`src/rtl/vid_mem_arb_pkg.sv`:
```
// Shared definitions for the video memory arbiter.
// Holds the controller state encoding, the requester index constants and
// the default parameter values used by vid_mem_arbiter and its sub-module.
package vid_mem_arb_pkg;

    localparam int DEF_ADDR_BITS  = 24;
    localparam int DEF_DATA_BITS  = 16;
    localparam int DEF_BURST_BITS = 8;
    localparam int DEF_MAX_FB     = 4;

    localparam int NUM_REQ = 3;

    // Requester indices
    localparam logic [1:0] FB   = 2'd0;  // framebuffer read
    localparam logic [1:0] MIPI = 2'd1;  // MIPI write
    localparam logic [1:0] CPU  = 2'd2;  // CPU

    typedef enum logic [1:0] {
        IDLE    = 2'd0,
        RD_CMD  = 2'd1,
        RD_DATA = 2'd2,
        WR_DATA = 2'd3
    } arb_state_t;

endpackage

```
`src/rtl/vid_mem_arb_pick.sv`:
```
// Winner selection for the video memory arbiter (purely combinational).
// Ports:
//   req      in  3  per-requester request
//   fb_full  in  1  fairness counter has reached its limit
//   rr_cpu   in  1  round-robin pointer: 0 = MIPI next, 1 = CPU next
//   valid    out 1  at least one requester is asking
//   idx      out 2  index of the winning requester
module vid_mem_arb_pick
    import vid_mem_arb_pkg::*;
(
    input  logic [NUM_REQ-1:0] req,
    input  logic               fb_full,
    input  logic               rr_cpu,
    output logic               valid,
    output logic [1:0]         idx
);

    logic others;

    always_comb begin
        valid  = |req;
        others = req[MIPI] | req[CPU];
        idx    = FB;
        // Framebuffer has priority until it has starved the others long enough.
        if (req[FB] && !(fb_full && others)) begin
            idx = FB;
        end else if (rr_cpu) begin
            idx = req[CPU] ? CPU : MIPI;
        end else begin
            idx = req[MIPI] ? MIPI : CPU;
        end
    end

endmodule

```
`src/rtl/vid_mem_arbiter.sv`:
```
// Three-way Avalon-MM burst arbiter for the video SDRAM port.
// Requester 0 (framebuffer) has priority, bounded by a fairness counter;
// requesters 1 (MIPI) and 2 (CPU) share the rest round-robin. One
// transaction runs at a time and each is followed by one IDLE cycle.
// Ports:
//   iCLK / iRESET            clock, synchronous active-high reset
//   iREQ/iWR/iADDR/iBURST    per-requester request, direction, address, beats
//   iWDATA                   per-requester write word
//   oGNT                     one-hot grant held for the transaction
//   oWDATA_ACK               write word consumed this cycle
//   oRDATA / oRDATA_VALID    read word and per-requester beat strobe
//   oAV_*  / iAV_*           Avalon master side
//   oBUSY                    controller not in IDLE
module vid_mem_arbiter
    import vid_mem_arb_pkg::*;
#(
    parameter int pADDR_BITS  = DEF_ADDR_BITS,
    parameter int pDATA_BITS  = DEF_DATA_BITS,
    parameter int pBURST_BITS = DEF_BURST_BITS,
    parameter int pMAX_FB     = DEF_MAX_FB
) (
    input  logic                            iCLK,
    input  logic                            iRESET,
    input  logic [NUM_REQ-1:0]              iREQ,
    input  logic [NUM_REQ-1:0]              iWR,
    input  logic [NUM_REQ*pADDR_BITS-1:0]   iADDR,
    input  logic [NUM_REQ*pBURST_BITS-1:0]  iBURST,
    input  logic [NUM_REQ*pDATA_BITS-1:0]   iWDATA,
    output logic [NUM_REQ-1:0]              oGNT,
    output logic [NUM_REQ-1:0]              oWDATA_ACK,
    output logic [pDATA_BITS-1:0]           oRDATA,
    output logic [NUM_REQ-1:0]              oRDATA_VALID,
    output logic [pADDR_BITS-1:0]           oAV_ADDRESS,
    output logic                            oAV_READ,
    output logic                            oAV_WRITE,
    output logic [pBURST_BITS-1:0]          oAV_BURSTCOUNT,
    output logic [pDATA_BITS-1:0]           oAV_WRITEDATA,
    input  logic                            iAV_WAITREQUEST,
    input  logic [pDATA_BITS-1:0]           iAV_READDATA,
    input  logic                            iAV_READDATAVALID,
    output logic                            oBUSY
);

    localparam int FB_W = (pMAX_FB < 1) ? 1 : $clog2(pMAX_FB + 1);

    arb_state_t             state, state_nxt;
    logic [NUM_REQ-1:0]     gnt;
    logic [1:0]             gnt_idx;
    logic [pADDR_BITS-1:0]  addr_q;
    logic [pBURST_BITS-1:0] burst_q;
    logic [pBURST_BITS-1:0] beat_cnt;
    logic [FB_W-1:0]        fb_cnt;
    logic                   rr_cpu;

    logic                   pick_valid;
    logic [1:0]             pick_idx;
    logic                   pick_wr;
    logic [pADDR_BITS-1:0]  pick_addr;
    logic [pBURST_BITS-1:0] pick_burst;
    logic                   fb_full;
    logic                   others_req;
    logic                   beat;
    logic                   last_beat;
    int                     pick_sel;
    int                     gnt_sel;

    // Counter saturates at pMAX_FB, so equality is the "reached" test.
    assign fb_full    = (fb_cnt == FB_W'(pMAX_FB));
    assign others_req = iREQ[MIPI] | iREQ[CPU];

    vid_mem_arb_pick u_pick (
        .req     (iREQ),
        .fb_full (fb_full),
        .rr_cpu  (rr_cpu),
        .valid   (pick_valid),
        .idx     (pick_idx)
    );

    assign pick_sel   = int'(pick_idx);
    assign gnt_sel    = int'(gnt_idx);
    assign pick_wr    = iWR[pick_idx];
    assign pick_addr  = iADDR[pick_sel*pADDR_BITS +: pADDR_BITS];
    assign pick_burst = iBURST[pick_sel*pBURST_BITS +: pBURST_BITS];

    // A beat is a read word delivered in RD_DATA or a write word accepted in WR_DATA.
    assign beat      = ((state == RD_DATA) && iAV_READDATAVALID) ||
                       ((state == WR_DATA) && !iAV_WAITREQUEST);
    assign last_beat = beat && (beat_cnt == burst_q - pBURST_BITS'(1));

    always_ff @(posedge iCLK) begin
        if (iRESET) begin
            state    <= IDLE;
            gnt      <= '0;
            gnt_idx  <= FB;
            addr_q   <= '0;
            burst_q  <= '0;
            beat_cnt <= '0;
            fb_cnt   <= '0;
            rr_cpu   <= 1'b0;
        end else begin
            state <= state_nxt;
            if (state == IDLE) begin
                beat_cnt <= '0;
                if (pick_valid) begin
                    gnt     <= 3'b001 << pick_idx;
                    gnt_idx <= pick_idx;
                    addr_q  <= pick_addr;
                    burst_q <= (pick_burst == '0) ? pBURST_BITS'(1) : pick_burst;
                    if (pick_idx != FB) begin
                        fb_cnt <= '0;
                        rr_cpu <= (pick_idx == MIPI);
                    end else if (!others_req) begin
                        fb_cnt <= '0;
                    end else if (!fb_full) begin
                        fb_cnt <= fb_cnt + FB_W'(1);
                    end
                end
            end else begin
                if (beat) beat_cnt <= beat_cnt + pBURST_BITS'(1);
                if (state_nxt == IDLE) gnt <= '0;
            end
        end
    end

    always_comb begin
        state_nxt      = state;
        oAV_READ       = 1'b0;
        oAV_WRITE      = 1'b0;
        oAV_ADDRESS    = '0;
        oAV_BURSTCOUNT = '0;
        oAV_WRITEDATA  = '0;
        oRDATA         = '0;
        oRDATA_VALID   = '0;
        oWDATA_ACK     = '0;
        case (state)
            IDLE: begin
                if (pick_valid) state_nxt = pick_wr ? WR_DATA : RD_CMD;
            end
            RD_CMD: begin
                oAV_READ       = 1'b1;
                oAV_ADDRESS    = addr_q;
                oAV_BURSTCOUNT = burst_q;
                if (!iAV_WAITREQUEST) state_nxt = RD_DATA;
            end
            RD_DATA: begin
                oAV_ADDRESS    = addr_q;
                oAV_BURSTCOUNT = burst_q;
                oRDATA         = iAV_READDATA;
                oRDATA_VALID   = iAV_READDATAVALID ? gnt : '0;
                if (last_beat) state_nxt = IDLE;
            end
            WR_DATA: begin
                oAV_WRITE      = 1'b1;
                oAV_ADDRESS    = addr_q;
                oAV_BURSTCOUNT = burst_q;
                oAV_WRITEDATA  = iWDATA[gnt_sel*pDATA_BITS +: pDATA_BITS];
                oWDATA_ACK     = iAV_WAITREQUEST ? '0 : gnt;
                if (last_beat) state_nxt = IDLE;
            end
            default: state_nxt = IDLE;
        endcase
    end

    assign oGNT  = gnt;
    assign oBUSY = (state != IDLE);

endmodule

```
`config.mk`:
```
export PLATFORM = sky130hd
export DESIGN_NAME = vid_mem_arbiter
export DESIGN_NICKNAME = d
export VERILOG_FILES = /design/src/rtl/vid_mem_arb_pkg.sv /design/src/rtl/vid_mem_arb_pick.sv /design/src/rtl/vid_mem_arbiter.sv
export SDC_FILE = /design/constraint.sdc
export NUM_CORES = 1
export LEC_CHECK = 0
export CAP_MARGIN = 15
export CORE_UTILIZATION = 40
export CTS_CLUSTER_DIAMETER = 40
export DETAILED_ROUTE_END_ITERATION = 7
export PLACE_DENSITY = 0.88
export SYNTH_ARGS = -nofsm -noshare
export SYNTH_HDL_FRONTEND = slang
export SYNTH_HIERARCHICAL = 1
export SYNTH_SLANG_ARGS = --single-unit
```
`constraint.sdc`:
```
create_clock -name iCLK -period 3.65 [get_ports iCLK]
set_input_delay 0.73 -clock iCLK [delete_from_list [all_inputs] [get_ports iCLK]]
set_output_delay 0.73 -clock iCLK [all_outputs]
set_load 0.1 [all_outputs]
```
## Yosys cells after proc, flatten, opt, wreduce, memory -nomap -nowiden

Index checks and enable logic that the tools add are counted.

- Bits in registers: 51
- Input port bits: 170
- Word-level logic and storage cells: 76

- Mux-type cells: 28
- Bitwise operators: 1
- Shift operators: 4
- Eq/ne operators: 8
- $add $sub $neg: 3
- Multiply operators: 1
- Reductions and logical operators: 22
- Magnitude comparators: 1

Operator list:

| operator | count |
|---|---|
| $shiftx A72 B8 Y24 | 1 |
| $shiftx A48 B7 Y16 | 1 |
| $mux W16 | 2 |
| $mux W3 | 10 |
| $mux W24 | 1 |
| $shiftx A24 B6 Y8 | 1 |
| $mux W2 | 8 |
| $mux W8 | 2 |
| $add A8 B1 Y8 const B | 1 |
| $eq A8 B8 Y1 | 1 |
| $logic_not A8 Y1 | 1 |
| $sub A8 B1 Y8 const B | 1 |
| $pmux W2 S3 | 1 |
| $reduce_and A3 Y1 | 2 |
| $reduce_bool A2 Y1 | 3 |
| $reduce_or A3 Y1 | 2 |
| $logic_and A1 B1 Y1 | 5 |
| $eq A2 B1 Y1 const B | 2 |
| $eq A2 B2 Y1 const B | 2 |
| $logic_not A2 Y1 | 2 |
| $mul A2 B2 Y4 const B | 1 |
| $reduce_and A2 Y1 | 2 |
| $reduce_or A2 Y1 | 2 |
| $add A3 B1 Y3 const B | 1 |
| other kinds (10) | 13 |

## Depth between registers and ports, before layout

- Word-level depth: 13
- Mapped depth: 13
- Gate-level depth less buffers: 12

## By module

Netlist, hierarchy kept.

Modules (own cells, without submodules):

| module | cells an instance | area each (um^2) | instances |
|---|---|---|---|
| vid_mem_arbiter | 490 | 3,716.1 | 1 |
| vid_mem_arb_pick | 8 | 63.8 | 1 |

## Worst setup path before layout

No wires, ideal clock.

- Path kind: flip-flop to output port
- From: register gnt[0], in the netlist oGNT[0]
- To: output oWDATA_ACK[0]
- Arrival: 3,262 ps
- Setup slack: -342 ps
- Stages on the path, launching flop included: 2
- Path through: dfxtp_1 nor3b_1

- Word-level cells in the longest chain between the ends: 2

RTL lines:

| item | line | text |
|---|---|---|
| from (decl) | vid_mem_arbiter.sv:47 | `logic [NUM_REQ-1:0] gnt;` |
| from (signal assigned) | vid_mem_arbiter.sv:105 | `gnt <= 3'b001 << pick_idx;` |
| $mux W3 | vid_mem_arbiter.sv:157 | `oWDATA_ACK = iAV_WAITREQUEST ? '0 : gnt;` |
| $mux W3 | vid_mem_arbiter.sv:135 | `case (state)` |
| to (decl) | vid_mem_arbiter.sv:30 | `output logic [NUM_REQ-1:0] oWDATA_ACK,` |

No other way between the ends.

## Worst setup path after layout

- From: register gnt_idx[0]
- To: output oAV_WRITEDATA[13]

- Word-level cells in the longest chain between the ends: 2

RTL lines:

| item | line | text |
|---|---|---|
| from (decl) | vid_mem_arbiter.sv:48 | `logic [1:0] gnt_idx;` |
| from (signal assigned) | vid_mem_arbiter.sv:106 | `gnt_idx <= pick_idx;` |
| $shiftx A48 B7 Y16 | vid_mem_arbiter.sv:156 | `oAV_WRITEDATA = iWDATA[gnt_sel*pDATA_BITS +: pDATA_BITS];` |
| $mux W16 | vid_mem_arbiter.sv:135 |  |
| to (decl) | vid_mem_arbiter.sv:37 | `output logic [pDATA_BITS-1:0] oAV_WRITEDATA,` |

No other way between the ends.

==> impl_metrics.yaml <==
outcome:
  status: "completed"
synthesis:
  yosys_warnings: 6
  async_flop_share_pct: 0
  syn_nets: 672
  synthCells: 498
  synth_cell_type_count: 53
  synthTopCellsByArea: "dfxtp_1, mux2i_1, nor2_1"
  synth-seq-cells: 51
  yosysMostFrequentCell: "nor2_1"
  avgSynthCellArea_sq_um: 7.59
  netlist.area_leader.share_pct: 27.0
  synth_area_sq_mm: 0.00378
  synth_common_cells: "nor2_1, dfxtp_1, mux2i_1"
  synth_edf_count: 0
  synth_ff_type: "dfxtp_1"
  seq_area_frac_synth_pct: 27.0
  yosysTopAreaCell: "dfxtp_1"
sta:
  fin_crit_sh_pct: 81.9
  setup_violations: 0
  max_slew.worst_pin.slew_ns: 1.12
  min_period_ns: 2.99
  rsz0062_at_grt: "false"
  final.setup.tns_ns: 0
  fin_skew_ns: 0.0104
  hold_viol: 0
  slew_headroom_pct: 24.9
  drv_slew: 0
  max_freq_ghz: 0.334
clock_network:
  cts_setup_buffers: 0
  cts.clk_slew.worst_paths_ns: 0.09
  cts_resized: 0
  hold_buffers: 0
  clockRootBuffer: "clkbuf_8"
  clk-insertion-delay-late_ns: 0.31
  cts_tree: "done"
  htreeDepth: 2
  cts_made_buffers: 5
  cts_sinks: 51
  clockBufferDepth: 2
worst_setup_path:
  reg2reg_depth: 12
  r2r_end: "burst_q[0]"
  crit_path_end_kind: "output pin"
  crit_type: "flip-flop to output pin"
  r2r_start: "fb_cnt[0]"
  crit_required_ns: 2.92
  worstPathMaxFanout: 16
  crit_end: "oAV_WRITEDATA[13]"
  crit_arrival_ns: 2.26
  r2r_setup_slack_ns: 1.01
  cp-start-kind: "flip-flop"
  startpoint: "gnt_idx[0]"
route:
  drt_wl_total_um: 13100
  dr_total_vias: 4393
  drtIter0Drc: 204
  ant_nets: 0
  drc: 0
  drt-pass1-iter-count: 4
  viasPerCell: 5.30
  wl_per_cell_um: 15.8
grt:
  first_global_vias: 4118
  track_usage_pct: 25.6
  grt_overflow: 0
  grt_pass1_wl_um: 20200
  antenna_found_initial: 0
  grt_start_max_net_pins: 45
place:
  place_area_sq_mm: 0.00605
  place_congestion: 0.866
  hpwl_um: 10200
  dpl.cell_count: 821
  port_buffers: 245
finish:
  layout.cells.non_filler: 829
  num_antenna_cells: 0
  drive_above_1_share_pct: 15.3
  area_growth_pct: 62.5
  fillers: 775
  nets: 891
  fin_area_sq_mm: 0.00614
worst_hold_path:
  min-delay-path-class: "flip-flop to flip-flop"
  worstHoldStart: "gnt_idx[1]"
  hold_path_depth: 2
floorplanning:
  die_h_um: 99.2
  start_util_pct: 41.1
  core_area_sq_mm: 0.00920
  rows: 35
  io_pins: 246
  die_area_sq_mm: 0.00984
  die_w_um: 99.2
power:
  swShare_pct: 48.2
  comb_power_share_pct: 56.6
  p_leak_nw: 2.45
  seqPwrFrac_pct: 28.7
  switchingPower_w: 0.00113
  cellInternalPower_w: 0.00121
  clkPwrFrac_pct: 14.7
  pwr_density_cell_mw_per_mm2: 382
  ir_drop_v: 0.000230
job:
  cap_violations: 0
[registers in the layout, indices dropped and copies added, names as in the netlist]
name,count
burst_q,8
rr_cpu,1
fb_cnt,3
state,2
gnt_idx,2
beat_cnt,8
addr_q,24
oGNT,3
[critical path: stages, from the launching register on]
cell,delay (ns)
dfxtp_1,0.33
nor2b_1,0.88
a21oi_1,0.27
nor2_1,0.16
buf_4,0.31
[placed cells by master (no fill, tap or decap), drive strengths merged, types with 2 or more instances in the layout]
cell type	Yosys	routed
nand2b	2	2
or3	3	3
xor2	7	7
and3	5	5
o21ai	12	12
mux2i	51	51
ha	4	4
a221oi	11	11
o21ba	2	2
buf	15	85
nor3	31	31
clkdlybuf4s50	0	171
dfxtp	51	51
nor2	97	97
nor3b	4	4
a31o	2	2
clkinvlp	0	2
a21oi	34	34
a41oi	2	2
clkbuf	29	5
nor4	3	3
inv	10	11
nand4	4	4
xnor2	7	7
and2	16	16
a211oi	24	24
nand2	24	24
nor2b	36	36
[worst min-delay path by stage]
stage	endpoint	slack, ns
after global routing	addr_q[4]	0.52
after detailed placement	addr_q[4]	0.49
after floorplan	addr_q[0]	0.47
after CTS	addr_q[4]	0.50
final	gnt_idx[1]	0.50
after global placement	addr_q[16]	0.48
[cell families (layout without fill, tap and decap cells)]
logic type	count (synthesis)	in the layout	synth area share, %
flip-flops	51	51	27.0
adder cells (fa/ha/maj)	4	4	1.32
AND/OR/NAND/NOR	231	231	30.3
buffers and inverters	54	274	8.21
AO/OA/AOI/OAI	93	93	16.4
XOR/XNOR	14	14	3.24
multiplexers	51	51	13.5
[layout make-up]
cell class / count / area [sq um] / share of cell area, %
inverter: 10 / 37.5 / 0.611
sequential: 51 / 1020 / 16.6
clock buffer: 5 / 68.8 / 1.12
multi-input combinational: 393 / 2490 / 40.6
timing repair buffer: 256 / 2360 / 38.4
clock inverter: 3 / 23.8 / 0.387
tap: 111 / 139 / 2.26
[power by group through the flow]
stage	clock network, W	logic [W]	registers [W]
global placement	0	0.00130	0.000682
floorplan	0	0.000941	0.000681
CTS	0.000353	0.00133	0.000672
global route	0.000374	0.00140	0.000681
finish	0.000345	0.00133	0.000673
detailed placement	0	0.00132	0.000684
[layer usage]
metal	vias up	wire length, um	track usage (%)
li1	2158	-	-
met5	-	0	0
met1	2063	5460	31.9
met2	154	6740	45.5
met3	18	704	5.20
met4	0	204	5.54
[per-stage QoR]
stage                     util (%)  total power (W)  worst slack, ns  hold WS (ns)
final                         66.8          0.00234            0.660         0.496
after floorplan                  -          0.00162            0.397         0.469
after detailed placement      65.8          0.00201            0.503         0.486
after global routing          66.8          0.00245            0.487         0.518
after CTS                     66.8          0.00235            0.644         0.501
after global placement        65.8          0.00198            0.562         0.480
Note: power is estimated with default switching activity, not from simulation.
